**src/rtl/dma_addr_page_latch_if.sv**
```systemverilog
// rtl/dma_addr_page_latch_if.sv - CPU page-register and DMA bus signal bundle
//
// Purpose: groups the CPU page-register port, the 8237A-side address and
// strobe inputs, and the system-address outputs of dma_addr_page_latch.
// Ports (all in the bundle):
//   page_cs/page_wr/page_rd/page_sel/page_din/page_dout  CPU page register access
//   AEN/ADSTB/DB_IN/A_LO/DACK/MEMR_N/MEMW_N              controller bus side
//   SYS_ADDR/ADDR_VALID/ACT_CH/BOUNDARY_ERR              system address side
// master drives the inputs of the latch; slave is the latch itself.
interface dma_addr_page_latch_if #(
  parameter int PAGE_W = 8
);
  logic                  page_cs;
  logic                  page_wr;
  logic                  page_rd;
  logic [1:0]            page_sel;
  logic [PAGE_W-1:0]     page_din;
  logic [PAGE_W-1:0]     page_dout;
  logic                  AEN;
  logic                  ADSTB;
  logic [7:0]            DB_IN;
  logic [7:0]            A_LO;
  logic [3:0]            DACK;
  logic                  MEMR_N;
  logic                  MEMW_N;
  logic [16+PAGE_W-1:0]  SYS_ADDR;
  logic                  ADDR_VALID;
  logic [1:0]            ACT_CH;
  logic [3:0]            BOUNDARY_ERR;

  modport master (
    output page_cs, page_wr, page_rd, page_sel, page_din,
    output AEN, ADSTB, DB_IN, A_LO, DACK, MEMR_N, MEMW_N,
    input  page_dout, SYS_ADDR, ADDR_VALID, ACT_CH, BOUNDARY_ERR
  );

  modport slave (
    input  page_cs, page_wr, page_rd, page_sel, page_din,
    input  AEN, ADSTB, DB_IN, A_LO, DACK, MEMR_N, MEMW_N,
    output page_dout, SYS_ADDR, ADDR_VALID, ACT_CH, BOUNDARY_ERR
  );
endinterface

```
**src/rtl/dma_addr_page_latch.sv**
```systemverilog
// rtl/dma_addr_page_latch.sv - 8237A upper-address latch and page register merge
//
// Purpose: captures A15..A8 from the controller data bus on ADSTB, merges it
// with the page register of the granted channel and A7..A0, and drives a
// registered system address plus address-valid strobe. Flags 64 KB wraps per
// channel, because the controller never carries into the page.
// Ports:
//   CLK    system clock, rising edge
//   RESET  asynchronous active-high reset
//   bus    dma_addr_page_latch_if.slave (CPU page port, controller bus, system address)
module dma_addr_page_latch #(
  parameter int PAGE_W = 8
) (
  input logic                   CLK,
  input logic                   RESET,
  dma_addr_page_latch_if.slave  bus
);

  localparam logic [1:0] ST_IDLE  = 2'd0;
  localparam logic [1:0] ST_GRANT = 2'd1;
  localparam logic [1:0] ST_XFER  = 2'd2;

  logic [1:0]        state;
  logic [PAGE_W-1:0] page [4];
  logic [7:0]        hi_latch;
  logic [7:0]        hi_next;
  logic              recapture;
  logic              wrap;
  logic [1:0]        dack_ch;
  logic [3:0]        err_next;
  logic              page_we;

  assign page_we = bus.page_cs & bus.page_wr;

  // Lowest-index acknowledge wins; no acknowledge decodes to channel 0.
  always_comb begin
    dack_ch = 2'd0;
    if (bus.DACK[0])      dack_ch = 2'd0;
    else if (bus.DACK[1]) dack_ch = 2'd1;
    else if (bus.DACK[2]) dack_ch = 2'd2;
    else if (bus.DACK[3]) dack_ch = 2'd3;
  end

  // ADSTB only counts while the controller owns the bus.
  assign recapture = (state == ST_XFER) & bus.AEN & bus.ADSTB;
  assign hi_next   = recapture ? bus.DB_IN : hi_latch;

  // A15..A8 jumping between 0xFF and 0x00 means the low 16 bits wrapped
  // without the page following.
  assign wrap = recapture &
                (((hi_latch == 8'hFF) && (bus.DB_IN == 8'h00)) ||
                 ((hi_latch == 8'h00) && (bus.DB_IN == 8'hFF)));

  // CPU write clears its channel's flag; a same-cycle wrap on that channel wins.
  always_comb begin
    err_next = bus.BOUNDARY_ERR;
    if (page_we) err_next[bus.page_sel] = 1'b0;
    if (wrap)    err_next[bus.ACT_CH]   = 1'b1;
  end

  always_ff @(posedge CLK or posedge RESET) begin
    if (RESET) begin
      state      <= ST_IDLE;
      hi_latch   <= 8'h00;
      bus.ACT_CH <= 2'd0;
    end else if (!bus.AEN) begin
      state <= ST_IDLE;
    end else begin
      case (state)
        ST_IDLE: begin
          state      <= ST_GRANT;
          bus.ACT_CH <= dack_ch;
        end
        ST_GRANT: begin
          if (bus.ADSTB) begin
            state    <= ST_XFER;
            hi_latch <= bus.DB_IN;
          end
        end
        ST_XFER:  hi_latch <= hi_next;
        default:  state    <= ST_IDLE;
      endcase
    end
  end

  // The page read here is the pre-write value, so a CPU write shows up on
  // SYS_ADDR from the following XFER cycle.
  always_ff @(posedge CLK or posedge RESET) begin
    if (RESET) begin
      bus.SYS_ADDR   <= '0;
      bus.ADDR_VALID <= 1'b0;
    end else begin
      if (state == ST_XFER)
        bus.SYS_ADDR <= {page[bus.ACT_CH], hi_next, bus.A_LO};
      bus.ADDR_VALID <= (state == ST_XFER) & (~bus.MEMR_N | ~bus.MEMW_N);
    end
  end

  always_ff @(posedge CLK or posedge RESET) begin
    if (RESET) begin
      for (int i = 0; i < 4; i++) page[i] <= '0;
      bus.page_dout    <= '0;
      bus.BOUNDARY_ERR <= 4'b0000;
    end else begin
      if (page_we) page[bus.page_sel] <= bus.page_din;
      if (bus.page_cs & bus.page_rd) bus.page_dout <= page[bus.page_sel];
      bus.BOUNDARY_ERR <= err_next;
    end
  end

endmodule

```
**src/flat_wrapper.sv**
```systemverilog
// flat-port wrapper written by rule: the top's interface ports become plain ports
module dma_addr_page_latch_flat 
#(
  parameter int PAGE_W = 8
)
  (CLK, RESET, bus_page_cs, bus_page_wr, bus_page_rd, bus_page_sel, bus_page_din, bus_AEN, bus_ADSTB, bus_DB_IN, bus_A_LO, bus_DACK, bus_MEMR_N, bus_MEMW_N, bus_page_dout, bus_SYS_ADDR, bus_ADDR_VALID, bus_ACT_CH, bus_BOUNDARY_ERR);
  dma_addr_page_latch_if #(.PAGE_W(PAGE_W)) bus_i ();
  input logic CLK;
  input logic RESET;
  input wire logic [$bits(bus_i.page_cs)-1:0] bus_page_cs;
  input wire logic [$bits(bus_i.page_wr)-1:0] bus_page_wr;
  input wire logic [$bits(bus_i.page_rd)-1:0] bus_page_rd;
  input wire logic [$bits(bus_i.page_sel)-1:0] bus_page_sel;
  input wire logic [$bits(bus_i.page_din)-1:0] bus_page_din;
  input wire logic [$bits(bus_i.AEN)-1:0] bus_AEN;
  input wire logic [$bits(bus_i.ADSTB)-1:0] bus_ADSTB;
  input wire logic [$bits(bus_i.DB_IN)-1:0] bus_DB_IN;
  input wire logic [$bits(bus_i.A_LO)-1:0] bus_A_LO;
  input wire logic [$bits(bus_i.DACK)-1:0] bus_DACK;
  input wire logic [$bits(bus_i.MEMR_N)-1:0] bus_MEMR_N;
  input wire logic [$bits(bus_i.MEMW_N)-1:0] bus_MEMW_N;
  output wire logic [$bits(bus_i.page_dout)-1:0] bus_page_dout;
  output wire logic [$bits(bus_i.SYS_ADDR)-1:0] bus_SYS_ADDR;
  output wire logic [$bits(bus_i.ADDR_VALID)-1:0] bus_ADDR_VALID;
  output wire logic [$bits(bus_i.ACT_CH)-1:0] bus_ACT_CH;
  output wire logic [$bits(bus_i.BOUNDARY_ERR)-1:0] bus_BOUNDARY_ERR;
  assign bus_i.page_cs = bus_page_cs;
  assign bus_i.page_wr = bus_page_wr;
  assign bus_i.page_rd = bus_page_rd;
  assign bus_i.page_sel = bus_page_sel;
  assign bus_i.page_din = bus_page_din;
  assign bus_i.AEN = bus_AEN;
  assign bus_i.ADSTB = bus_ADSTB;
  assign bus_i.DB_IN = bus_DB_IN;
  assign bus_i.A_LO = bus_A_LO;
  assign bus_i.DACK = bus_DACK;
  assign bus_i.MEMR_N = bus_MEMR_N;
  assign bus_i.MEMW_N = bus_MEMW_N;
  assign bus_page_dout = bus_i.page_dout;
  assign bus_SYS_ADDR = bus_i.SYS_ADDR;
  assign bus_ADDR_VALID = bus_i.ADDR_VALID;
  assign bus_ACT_CH = bus_i.ACT_CH;
  assign bus_BOUNDARY_ERR = bus_i.BOUNDARY_ERR;
  dma_addr_page_latch #(.PAGE_W(PAGE_W)) u_core (.CLK(CLK), .RESET(RESET), .bus(bus_i));
endmodule
```
**config.mk**
```make
export PLATFORM = sky130hd
export DESIGN_NAME = dma_addr_page_latch_flat
export DESIGN_NICKNAME = d
export VERILOG_FILES = /design/src/rtl/dma_addr_page_latch_if.sv /design/src/rtl/dma_addr_page_latch.sv /design/src/flat_wrapper.sv
export SDC_FILE = /design/constraint.sdc
export NUM_CORES = 1
export LEC_CHECK = 0
export ABC_CLOCK_PERIOD_IN_PS = 3100
export CAP_MARGIN = 20
export CORE_AREA = 3 3 97 99
export CTS_BUF_LIST = sky130_fd_sc_hd__clkbuf_4
export DETAILED_ROUTE_END_ITERATION = 16
export DIE_AREA = 0 0 100 102
export PLACE_DENSITY = 0.67
export SLEW_MARGIN = 5
export SYNTH_ARGS = -nofsm -noshare
export SYNTH_HDL_FRONTEND = slang
export SYNTH_SLANG_ARGS = --single-unit
export TNS_END_PERCENT = 10
```
**constraint.sdc**
```tcl
create_clock -name CLK -period 3.1 [get_ports CLK]
set_input_delay 0.62 -clock CLK [delete_from_list [all_inputs] [get_ports CLK]]
set_output_delay 0.62 -clock CLK [all_outputs]
set_load 0.03 [all_outputs]
```
Word level (Yosys, flattened, before mapping)
Index checks and enable logic that the tools add are counted.
{ "word_totals": {"word_cells": 77, "regBits": 81} }
{ "classes": {"n_eq_ne": 7, "n_bitwise": 14, "n_mux": 25, "n_reduce_logical": 13, "magnitude_cmp": 7} }
{ "op_table": {"columns": ["op", "count"], "rows": [
  ["$mux 8", 7],
  ["$bmux 8 s2", 2],
  ["$bwmux 32", 1],
  ["$demux 8 s2", 1],
  ["$eq 8x8->1 const B", 2],
  ["$logic_not 8->1", 2],
  ["$pmux 8 s2", 1],
  ["$mux 2", 6],
  ["$mux 4", 2],
  ["$and 1x1->1", 6],
  ["$ge 3x3->1 const B", 2],
  ["$lt 2x3->1 const B", 2],
  ["$not 2->3", 2],
  ["$pmux 2 s3", 1],
  ["$logic_and 1x1->1", 5],
  ["$and 4x4->4", 1],
  ["$demux 1 s2", 2],
  ["$ge 2x1->1 const B", 2],
  ["$ne 2x2->1 const B", 2],
  ["$not 4->4", 1],
  ["$or 4x4->4", 1],
  ["$reduce_and 2->1", 2],
  ["$lt 3x1->1 const B", 1],
  ["$ne 3x3->1 const B", 1],
  ["9 further kinds", 11]
]} }

Longest topological paths before layout
Gate-level depths: netlist (run 1).
{ "logic_depth": {"ltp_word": 9, "mapped_depth": 6, "mapped_depth_nobuf": 4} }

Worst setup path before layout (run 1)
No wires, ideal clock.
{ "synth_timing": {"kind": "input to register", "from": "input bus_page_sel[0]", "to": "register u_core.page[24] (netlist name)", "arrival_ps": 1641, "path_slack_ps": 1334, "t_required_ps": 2975, "setup_ps": 125, "cell_stages": 3, "path_buffers": 1, "path_cell_list": "buf_2 -> nor3_2 -> mux2_2"} }
{ "synth_via": {"elab_chain_len": 6, "word_cells_on_any_way": 7, "classes_between": "order compare (2); mux (3); bitwise (1); reduce/logical (1)"} }
{ "synth_rtl": {"columns": ["item", "line", "text"], "rows": [
  ["start, declared", "flat_wrapper.sv:13", "input wire logic [$bits(bus_i.page_sel)-1:0] bus_page_sel;"],
  ["$not 2->3 (implied by the code) (*)", "dma_addr_page_latch.sv:105", "if (page_we) page[bus.page_sel] <= bus.page_din;"],
  ["$ge 3x3->1 (implied by the code) / $lt 3x1->1 (equally long branches)", "dma_addr_page_latch.sv:105", null],
  ["$logic_and 1x1->1 (implied by the code)", "dma_addr_page_latch.sv:105", null],
  ["$mux 8 (implied by the code)", "dma_addr_page_latch.sv:105", null],
  ["$demux 8 s2 (*)", "dma_addr_page_latch.sv:105", null],
  ["$bwmux 32 (*)", "dma_addr_page_latch.sv:105", null],
  ["end signal, assigned by index", "dma_addr_page_latch.sv:105", null],
  ["end, declared", "dma_addr_page_latch.sv:24", "logic [PAGE_W-1:0] page [4];"]
]} }
Mark *: on every way between the ends. The rest lies on a longest branch, timed or not.
A chain may end at the register's enable or synchronous reset.

Worst setup path in the final report (run 1)
{ "layout_timing": {"from": "register u_core.bus.ACT_CH[1]", "to": "output bus_ACT_CH[1]"} }
{ "layout_lines": {"columns": ["item", "line", "text"], "rows": [
  ["start, declared", "dma_addr_page_latch_if.sv:40", "output page_dout, SYS_ADDR, ADDR_VALID, ACT_CH, BOUNDARY_ERR"],
  ["start signal, assigned", "dma_addr_page_latch.sv:72", "bus.ACT_CH <= dack_ch;"],
  ["end, declared", "flat_wrapper.sv:25", "output wire logic [$bits(bus_i.ACT_CH)-1:0] bus_ACT_CH;"]
]} }
No word-level cell between the ends.

==> flow_summary_export.csv, run 1 <==
group,metric,value,unit
critical_path,cp-end-kind,"output pin",
floorplanning,die_w,100,um
critical_path,slowest_stage,"clkdlybuf4s50_1",
routing,totalWireLength,7.76,mm
global_route,grt_pass1_wl,12.6,mm
global_route,use_met1,0.206,
cts,cts_tree,"built",
power,power_density,766,nW/um^2
cts,cts_root_buf,"clkbuf_4",
floorplanning,fp.dieArea,10200,um^2
yosys,syn_area_per_cell,15.0,um^2
yosys,yosys_warnings,0,
yosys,ys_ff_latch,81,
cts,cts_made_buffers,9,
cts,clock_path_buffers,2,
critical_path,crit_type,"reg2out",
yosys,synth_cells,240,
global_route,grt_use_met2,0.271,
yosys,syn-num-nets,279,
cts,cts_resized,0,
cts,postCtsSetupRepairBufs,0,
power,internal_power,2.45,mW
global_route,grt.met3_usage,0.0273,
global_route,top_usage_layer,"met2",
flow_run,maxCapViolCount,0,
final_layout,drive_gt1_frac,0.332,
yosys,synth_area,3610,um^2
placed_design,placed_cells,426,
routing,routed_via_density,5.33,
yosys,yosysTopAreaCell,"dfrtp_1",
routing,wl_per_cell,17.5,um
cts,cts.htree.levels,3,
cts,clock_latency,0.42,ns
floorplanning,die_h,102,um
final_layout,nNetsFinal,368,
yosys,synthTopCellsByArea,"dfrtp_1 (56%), mux2_2 (20%), mux4_2 (10%)",
global_route,grt-ovfl-total,0,
power,power.share.combinational,0.360,
power,p_leak,1.99,nW
sta,hold_viol_final,0,
routing,drt-pass1-iter-count,4,
floorplanning,ios,78,
cts,ctsHoldBuffers,0,
final_layout,final_cells,442,
yosys,yosys.cell_types.count,29,
routing,detail_route.iter0.violations,74,
critical_path,cp_data_required_time,2.48,ns
routing,route.detailed.drc,0,
power,sw_frac_of_total,0.326,
sta,grt_setup_unrepaired,"no",
final_layout,area_delta_synth_final,31.6,%
critical_path,path_delay_family,"buffers and inverters",
sta,fin_crit,2.62,ns
final_layout,diodes,0,
sta,report.final.slew_viol_count,0,
floorplanning,start_util,0.418,
global_route,grt_pass1_vias,2484,
placed_design,hpwl,5.40,mm
routing,dr_total_vias,2356,
floorplanning,placementRows,34,
global_route,grtUsageTotal,0.160,
placed_design,gp_congestion,0.709,
critical_path,max_stage_delay,0.80,ns
sta,tightestPinTransition,0.659,ns
yosys,yosysTopAreaCellShare,0.562,
critical_path,crit_buf_inv,1,
sta,post-route-period-util,0.846,
critical_path,crit_arrival,2.00,ns
cts,cts.sinks,81,
sta,fin_tns_setup,0,ns
critical_path,rrSetupSlack,1.23,ns
sta,setup_viol,0,
routing,antenna_left,0,
sta,finClkSkew,0.0162,ns
power,power.share.clock,0.214,
sta,relSlewSlack,0.561,
critical_path,path_max_fanout,13,
floorplanning,core_area,8640,um^2
critical_path,crit_chain,"clkdlybuf4s50_1",
cts,cts.clk_slew.worst_paths,0.12,ns
sta,timing.fmax,381,MHz
worst_hold_path,min_path_type,"reg2reg",
placed_design,port-buffer-count,77,
global_route,grt_antenna_before_repair,0,
yosys,synth_seq_area_share,0.562,
power,power_frac_seq,0.426,
run_status,status,"finished, final reports clean",
critical_path,start_kind,"flop",
power,ir_drop,326,uV
global_route,grt_start_max_net_pins,82,
final_layout,fill_cells,718,
power,p_switching,1.19,mW
[final timing paths]
path / from / to / cells after the start
hold / removal: u_core.bus.SYS_ADDR[10] / u_core.bus.SYS_ADDR[10] / 2
max in group asynchronous: RESET / u_core.state[0] / 3
setup / recovery: u_core.bus.ACT_CH[1] / bus_ACT_CH[1] / 1
setup reg to reg: u_core.state[0] / u_core.hi_latch[6] / 5
hold reg to reg: u_core.bus.SYS_ADDR[10] / u_core.bus.SYS_ADDR[10] / 2
min in group asynchronous: RESET / u_core.bus.SYS_ADDR[12] / 3
[routing by layer]
metal / vias up / routed length (um)
li1: 1083 / -
met1: 1207 / 3450
met2: 55 / 3850
met3: 11 / 302
met4: 0 / 147
met5: - / 0
[placed cells by master (no fill, tap or decap)]
| cell | count |
|---|---|
| or4b_1 | 1 |
| o31ai_1 | 1 |
| o41ai_1 | 5 |
| nor4_2 | 1 |
| and2_1 | 1 |
| nand2_1 | 17 |
| nand4bb_1 | 2 |
| a21oi_1 | 2 |
| nor3_2 | 1 |
| or2_2 | 1 |
| dfrtp_1 | 81 |
| mux2i_1 | 8 |
| nor4_1 | 1 |
| clkdlybuf4s50_1 | 77 |
| and3b_1 | 1 |
| o211a_1 | 1 |
| mux4_2 | 16 |
| nand2b_1 | 3 |
| mux2_2 | 64 |
| clkinv_2 | 2 |
| o21ai_0 | 9 |
| inv_1 | 3 |
| nand4b_1 | 4 |
| clkinv_1 | 1 |
| buf_12 | 1 |
| or3b_2 | 1 |
| buf_4 | 10 |
| bufinv_16 | 3 |
| nand4_1 | 1 |
| clkinvlp_4 | 1 |
| a31oi_1 | 1 |
| nor2_1 | 1 |
| clkbuf_4 | 10 |
| nor4bb_1 | 2 |
[power by group through the flow]
stage	combinational (mW)	clock (mW)	sequential [mW]
floorplan	0.461	0	1.88
global placement	1.31	0	1.56
detailed placement	1.32	0	1.57
CTS	1.33	0.796	1.55
global route	1.39	0.840	1.60
finish	1.31	0.777	1.55
[cell type report]
cell class / count / area [um^2] / share of cell area
sequential: 81 / 2030 / 0.427
multi-input combinational: 145 / 1520 / 0.321
timing repair buffer: 88 / 866 / 0.182
tap: 108 / 135 / 0.0285
clock inverter: 6 / 106 / 0.0224
clock buffer: 10 / 75.1 / 0.0158
inverter: 4 / 16.3 / 0.00343
[sequential cells by signal (all words and copies together), names as in the netlist]
name / flops
u_core.bus.BOUNDARY_ERR: 4
u_core.page: 32
u_core.bus.ACT_CH: 2
u_core.state: 2
u_core.bus.ADDR_VALID: 1
u_core.bus.page_dout: 8
u_core.bus.SYS_ADDR: 24
u_core.hi_latch: 8
[synthesized netlist by cell type, drive strengths merged]
master	number
nor4bb	2
o211a	1
mux2	64
o21ai	9
inv	4
a21oi	2
a31oi	1
dfrtp	81
nand4	1
nand2	17
nand4b	4
mux2i	8
buf	9
o31ai	1
and2	1
nand4bb	2
nor2	1
mux4	16
nor4	2
or2	1
or4b	1
nand2b	3
nor3	1
o41ai	5
clkbuf	1
or3b	1
and3b	1
[metrics by stage]
step	power [mW]	hold slack [ns]	util	instance area, um^2	setup slack [ns]
finish	3.63	0.495	0.550	4750	0.478
detailed placement	2.90	0.471	0.529	4570	0.413
global placement	2.87	0.464	0.529	4570	0.484
CTS	3.67	0.499	0.550	4750	0.460
global route	3.83	0.532	0.550	4750	0.433
floorplan	2.34	0.491	-	3610	0.400
[kinds of logic (layout without fill, tap and decap cells)]
group           Yosys count  after routing  synth area share
compound gates           19             19            0.0340
buf+inv                  14            108            0.0163
flops                    81             81             0.562
mux                      88             88             0.322
simple gates             38             38            0.0662
[worst reg2reg max path: cells and delay by family (launching register included)]
family	cells	cell delay, ns
compound gates	2	0.58
flops	1	0.41
mux	1	0.38
buf+inv	1	0.26
simple gates	1	0.14
No activity file was read; power rests on OpenSTA's default activity.
==> run 2: changes to the inputs <==
--- a/config.mk
+++ b/config.mk
@@ -5,7 +5,7 @@
 export SDC_FILE = /design/constraint.sdc
 export NUM_CORES = 1
 export LEC_CHECK = 0
-export ABC_CLOCK_PERIOD_IN_PS = 3100
+export ABC_CLOCK_PERIOD_IN_PS = 2500
 export CAP_MARGIN = 20
 export CORE_AREA = 3 3 97 99
 export CTS_BUF_LIST = sky130_fd_sc_hd__clkbuf_4
==> constraint.sdc (replaced) <==
create_clock -name CLK -period 2.5 [get_ports CLK]
set_input_delay 0.5 -clock CLK [delete_from_list [all_inputs] [get_ports CLK]]
set_output_delay 0.5 -clock CLK [all_outputs]
set_load 0.03 [all_outputs]
==> run 2 against run 1 <==
Against the previous run:
- power grew 20%
- register-to-register slack lost 0.54 ns
- sequential power up 24%
- sequential cell count did not move
- hold slack worse by 0.064 ns
- critical endpoint is now bus_ACT_CH[0]
- die area unchanged
- non-clock buffer count up 3
- sequential share of layout area is 0.11 points lower
- combinational power increased by 25%
- largest cell class unchanged
==> flow_summary_export.csv, run 2 (synthesis gave the netlist of run 1 again) <==
group,metric,value,unit
critical_path,reg2reg_to,"u_core.bus.BOUNDARY_ERR[1]",
sta,post-route-period-util,0.908,
global_route,grt-ovfl-total,0,
routing,antenna_left,0,
routing,route.detailed.drc,0,
routing,dr_total_vias,2397,
power,ir_drop,383,uV
final_layout,mostFrequentLayoutCells,"dfrtp_1 (81), clkdlybuf4s50_1 (77), mux2_2 (64)",
power,power.share.clock,0.184,
critical_path,slowest_stage,"clkdlybuf4s50_1",
final_layout,area_delta_synth_final,31.9,%
final_layout,fill_cells,733,
critical_path,rrSetupSlack,0.69,ns
global_route,grt_antenna_before_repair,0,
sta,hold_viol_final,0,
final_layout,drive_gt1_frac,0.341,
cts,cts_tree,"built",
final_layout,final_common_cell,"dfrtp_1",
global_route,grt_start_max_net_pins,36,
floorplanning,core_area,8640,um^2
sta,report.final.slew_viol_count,0,
floorplanning,start_util,0.418,
floorplanning,die_w,100,um
critical_path,r2r_cells,4,
run_status,status,"finished, final reports clean",
final_layout,final_cells,445,
final_layout,seq_area,2030,um^2
floorplanning,die_h,102,um
critical_path,start_kind,"flop",
final_layout,largestRegisters,"u_core.page: 32 flops, u_core.bus.SYS_ADDR: 24 flops",
sta,timing.fmax,440,MHz
sta,finClkSkew,0.0262,ns
global_route,grt_pass1_wl,12.9,mm
final_layout,multi_input_area,1520,um^2
cts,cts.sinks,81,
critical_path,crit_buf_inv,1,
routing,totalWireLength,7.87,mm
routing,routed_via_density,5.39,
cts,cts_resized,0,
sta,grt_setup_unrepaired,"no",
routing,drt-pass1-iter-count,5,
critical_path,crit_arrival,1.77,ns
final_layout,nNetsFinal,371,
cts,cts.clk_slew.worst_paths,0.14,ns
sta,fin_crit,2.27,ns
critical_path,path_delay_family,"buffers and inverters",
cts,cts_made_buffers,9,
floorplanning,fp.dieArea,10200,um^2
power,internal_power,2.85,mW
floorplanning,ios,78,
global_route,grtUsageTotal,0.166,
cts,clock_latency,0.43,ns
worst_hold_path,min_path_type,"in2async",
cts,postCtsSetupRepairBufs,0,
final_layout,post-route-util,0.551,
power,power.share.combinational,0.375,
cts,clock_path_buffers,2,
power,p_switching,1.52,mW
sta,setup_viol,0,
routing,wl_per_cell,17.7,um
critical_path,reg2reg_from,"u_core.hi_latch[0]",
power,sw_frac_of_total,0.347,
sta,fin_tns_setup,0,ns
floorplanning,placementRows,34,
critical_path,max_stage_delay,0.75,ns
cts,ctsHoldBuffers,0,
power,power_density,916,nW/um^2
global_route,grt_pass1_vias,2429,
critical_path,crit_type,"reg2out",
final_layout,design_area,4760,um^2
power,p_leak,1.99,nW
placed_design,gp_congestion,0.720,
placed_design,port-buffer-count,77,
final_layout,regMostFlops,"u_core.page",
critical_path,path_max_fanout,6,
placed_design,dpl_cell_area,4620,um^2
power,power_frac_seq,0.441,
critical_path,crit_chain,"clkdlybuf4s50_1",
routing,detail_route.iter0.violations,110,
critical_path,cp-end-kind,"output pin",
final_layout,diodes,0,
sta,tightestPinTransition,0.478,ns
cts,cts_root_buf,"clkbuf_4",
sta,relSlewSlack,0.680,
placed_design,placed_cells,429,
final_layout,largest_register_ff_count,32,
flow_run,maxCapViolCount,0,
placed_design,hpwl,5.69,mm
cts,cts.htree.levels,3,
critical_path,cp_data_required_time,2.00,ns
==> run 2: cell types whose count changed in the layout (fill, tap and decap cells not counted), sizes merged <==
cell      previous run  this run
buf                 11        14
inv                  3         6
bufinv               3         1
clkinv               3         1
clkinvlp             1         3
clkbuf              10         9
==> run 2: power groups by stage <==
stage,logic [mW],registers [mW],clock network (mW)
floorplan,0.571,2.34,0
CTS,1.66,1.92,0.824
global placement,1.64,1.93,0
global route,1.74,1.98,0.883
finish,1.64,1.92,0.805
detailed placement,1.66,1.95,0
==> run 2: stage by stage <==
stage                     hold slack (ns)  setup slack (ns)  total power [mW]
final                               0.431             0.229              4.36
after global routing                0.422             0.118              4.61
after CTS                           0.430             0.179              4.41
after detailed placement            0.470             0.172              3.61
after global placement              0.470             0.268              3.57
after floorplan                     0.491             0.737              2.91
==> run 2: worst max path at each step <==
stage	from	endpoint	slack [ns]	cells after the start
2_1_floorplan	u_core.bus.ACT_CH[0]	u_core.bus.SYS_ADDR[20]	0.74	3
3_3_place_gp	bus_DB_IN[3]	u_core.bus.BOUNDARY_ERR[0]	0.27	5
3_5_place_dp	bus_DB_IN[3]	u_core.bus.BOUNDARY_ERR[1]	0.17	5
4_1_cts	u_core.bus.ACT_CH[0]	bus_ACT_CH[0]	0.18	1
5_1_grt	u_core.bus.ACT_CH[0]	bus_ACT_CH[0]	0.12	1
6_report	u_core.bus.ACT_CH[0]	bus_ACT_CH[0]	0.23	1
==> run 2: metal layers <==
layer / up-vias / track usage / part of all wire
met3: 8 / 0.0369 / 0.046
met2: 70 / 0.269 / 0.50
met1: 1222 / 0.224 / 0.44
li1: 1097 / - / -
met4: 0 / 0.0560 / 0.013
met5: - / 0 / 0
==> run 2: cell type report <==
type,count,area share
clock inverters,7,0.0160
repair buffers,91,0.192
multi-input cells,145,0.320
flip-flops and latches,81,0.426
inverters,4,0.00394
well taps,108,0.0284
clock buffers,9,0.0142
==> run 3: changes to the inputs <==
--- a/config.mk
+++ b/config.mk
@@ -5,14 +5,15 @@
 export SDC_FILE = /design/constraint.sdc
 export NUM_CORES = 1
 export LEC_CHECK = 0
-export ABC_CLOCK_PERIOD_IN_PS = 2500
+export ABC_CLOCK_PERIOD_IN_PS = 2800
 export CAP_MARGIN = 20
 export CORE_AREA = 3 3 97 99
 export CTS_BUF_LIST = sky130_fd_sc_hd__clkbuf_4
 export DETAILED_ROUTE_END_ITERATION = 16
 export DIE_AREA = 0 0 100 102
 export PLACE_DENSITY = 0.67
-export SLEW_MARGIN = 5
+export SETUP_SLACK_MARGIN = 0.1
+export SLEW_MARGIN = 20
 export SYNTH_ARGS = -nofsm -noshare
 export SYNTH_HDL_FRONTEND = slang
 export SYNTH_SLANG_ARGS = --single-unit
==> constraint.sdc (replaced) <==
create_clock -name CLK -period 2.8 [get_ports CLK]
set_input_delay 0.56 -clock CLK [delete_from_list [all_inputs] [get_ports CLK]]
set_output_delay 0.56 -clock CLK [all_outputs]
set_load 0.03 [all_outputs]
==> run 3 against run 2 <==
Against the previous run:
- critical endpoint is now bus_BOUNDARY_ERR[1]
- cell count increased by 0.67%
- hold slack improved by 0.015 ns
- via count decreased by 0.46%
==> flow_summary_export.csv, run 3 (synthesis gave the netlist of run 1 again) <==
group,metric,value,unit
global_route,grt-ovfl-total,0,
critical_path,crit_buf_inv,1,
flow_run,maxCapViolCount,0,
routing,route.detailed.drc,0,
final_layout,fill_cells,718,
routing,drt-pass1-iter-count,4,
sta,setup_viol,0,
run_status,status,"finished, final reports clean",
critical_path,path_delay_family,"buffers and inverters",
final_layout,final_cells,448,
global_route,grtUsageTotal,0.162,
placed_design,preCtsSetupSlack,0.384,ns
cts,clock_latency,0.43,ns
sta,relSlewSlack,0.587,
final_layout,post-route-util,0.553,
power,sw_frac_of_total,0.336,
global_route,grt_pass1_vias,2513,
critical_path,start_kind,"flop",
power,internal_power,2.62,mW
routing,detail_route.iter0.violations,59,
critical_path,slowest_stage,"clkdlybuf4s50_1",
routing,totalWireLength,7.79,mm
critical_path,crit_type,"reg2out",
final_layout,diodes,0,
cts,cts_root_buf,"clkbuf_4",
power,power.share.combinational,0.371,
global_route,grt_pass1_wl,12.7,mm
cts,cts.htree.levels,3,
critical_path,cp-end-kind,"output pin",
sta,fin_crit,2.09,ns
global_route,grt_start_max_net_pins,32,
critical_path,r2r_cells,4,
floorplanning,placementRows,34,
sta,holdWs,0.446,ns
cts,cts_resized,0,
placed_design,placed_cells,432,
floorplanning,ios,78,
floorplanning,core_area,8640,um^2
floorplanning,die_h,102,um
final_layout,nNetsFinal,374,
routing,routed_via_density,5.33,
cts,ctsHoldBuffers,0,
sta,hold_viol_final,0,
floorplanning,die_w,100,um
floorplanning,start_util,0.418,
final_layout,largestRegisters,"u_core.page: 32 flops, u_core.bus.SYS_ADDR: 24 flops",
final_layout,final_common_cell,"dfrtp_1",
cts,cts_made_buffers,9,
critical_path,rrSetupSlack,0.93,ns
critical_path,max_stage_delay,0.69,ns
final_layout,multi_input_area,1520,um^2
sta,tightestPinTransition,0.618,ns
power,p_switching,1.33,mW
critical_path,path_max_fanout,2,
power,p_leak,2.01,nW
placed_design,port-buffer-count,77,
sta,fin_tns_setup,0,ns
placed_design,gp_congestion,0.730,
sta,finalWorstSetupSlack,0.712,ns
power,ir_drop,303,uV
cts,cts.clk_slew.worst_paths,0.14,ns
routing,wl_per_cell,17.4,um
final_layout,seq_area,2030,um^2
power,power_density,827,nW/um^2
critical_path,reg2reg_from,"u_core.hi_latch[0]",
final_layout,drive_gt1_frac,0.341,
power,power.share.clock,0.197,
critical_path,crit_arrival,1.53,ns
cts,postCtsSetupRepairBufs,0,
critical_path,reg2reg_to,"u_core.bus.BOUNDARY_ERR[2]",
floorplanning,fp.dieArea,10200,um^2
placed_design,dpl_cell_area,4610,um^2
sta,report.final.slew_viol_count,0,
final_layout,mostFrequentLayoutCells,"dfrtp_1 (81), clkdlybuf4s50_1 (77), mux2_2 (64)",
sta,finClkSkew,0.0134,ns
routing,dr_total_vias,2386,
placed_design,hpwl,5.78,mm
global_route,grt_antenna_before_repair,0,
final_layout,design_area,4770,um^2
sta,post-route-period-util,0.746,
sta,grt_setup_unrepaired,"no",
final_layout,area_delta_synth_final,32.3,%
worst_hold_path,min_path_type,"in2async",
critical_path,crit_chain,"clkdlybuf4s50_1",
critical_path,cp_data_required_time,2.24,ns
routing,antenna_left,0,
sta,timing.fmax,479,MHz
cts,clock_path_buffers,2,
cts,cts_tree,"built",
power,power,3.95,mW
final_layout,largest_register_ff_count,32,
power,power_frac_seq,0.432,
cts,cts.sinks,81,
final_layout,regMostFlops,"u_core.page",
run 3: cell count changes in the layout (fill, tap and decap cells not counted), sizes merged:
cell,before,now
clkinv,1,5
inv,6,4
buf,14,17
bufinv,1,2
clkinvlp,3,0
run 3: worst max path at each step:
stage,startpoint,endpoint,depth (start not counted)
finish,u_core.bus.BOUNDARY_ERR[1],bus_BOUNDARY_ERR[1],1
global route,u_core.bus.BOUNDARY_ERR[1],bus_BOUNDARY_ERR[1],1
CTS,u_core.bus.BOUNDARY_ERR[1],bus_BOUNDARY_ERR[1],1
detailed placement,bus_DB_IN[3],u_core.bus.BOUNDARY_ERR[2],5
global placement,bus_DB_IN[3],u_core.bus.BOUNDARY_ERR[1],5
floorplan,RESET,u_core.bus.ACT_CH[0],1
run 3: power by group through the flow:
stage	clock (mW)	combinational, mW	sequential [mW]
floorplan	0	0.510	2.08
global placement	0	1.46	1.72
detailed placement	0	1.49	1.74
CTS	0.803	1.49	1.71
global route	0.853	1.56	1.76
finish	0.779	1.46	1.71
run 3: final cells by class:
type                    instances  share of cell area
repair buffers                 94               0.191
multi-input cells             145               0.319
flip-flops and latches         81               0.425
inverters                       4             0.00341
clock buffers                   9              0.0142
well taps                     108              0.0283
clock inverters                 7              0.0197
run 3: per-layer routing:
metal	GRT usage	wire [um]
met1	0.216	3430
met2	0.267	4000
met3	0.0321	264
met4	0.0560	97
met5	0	0
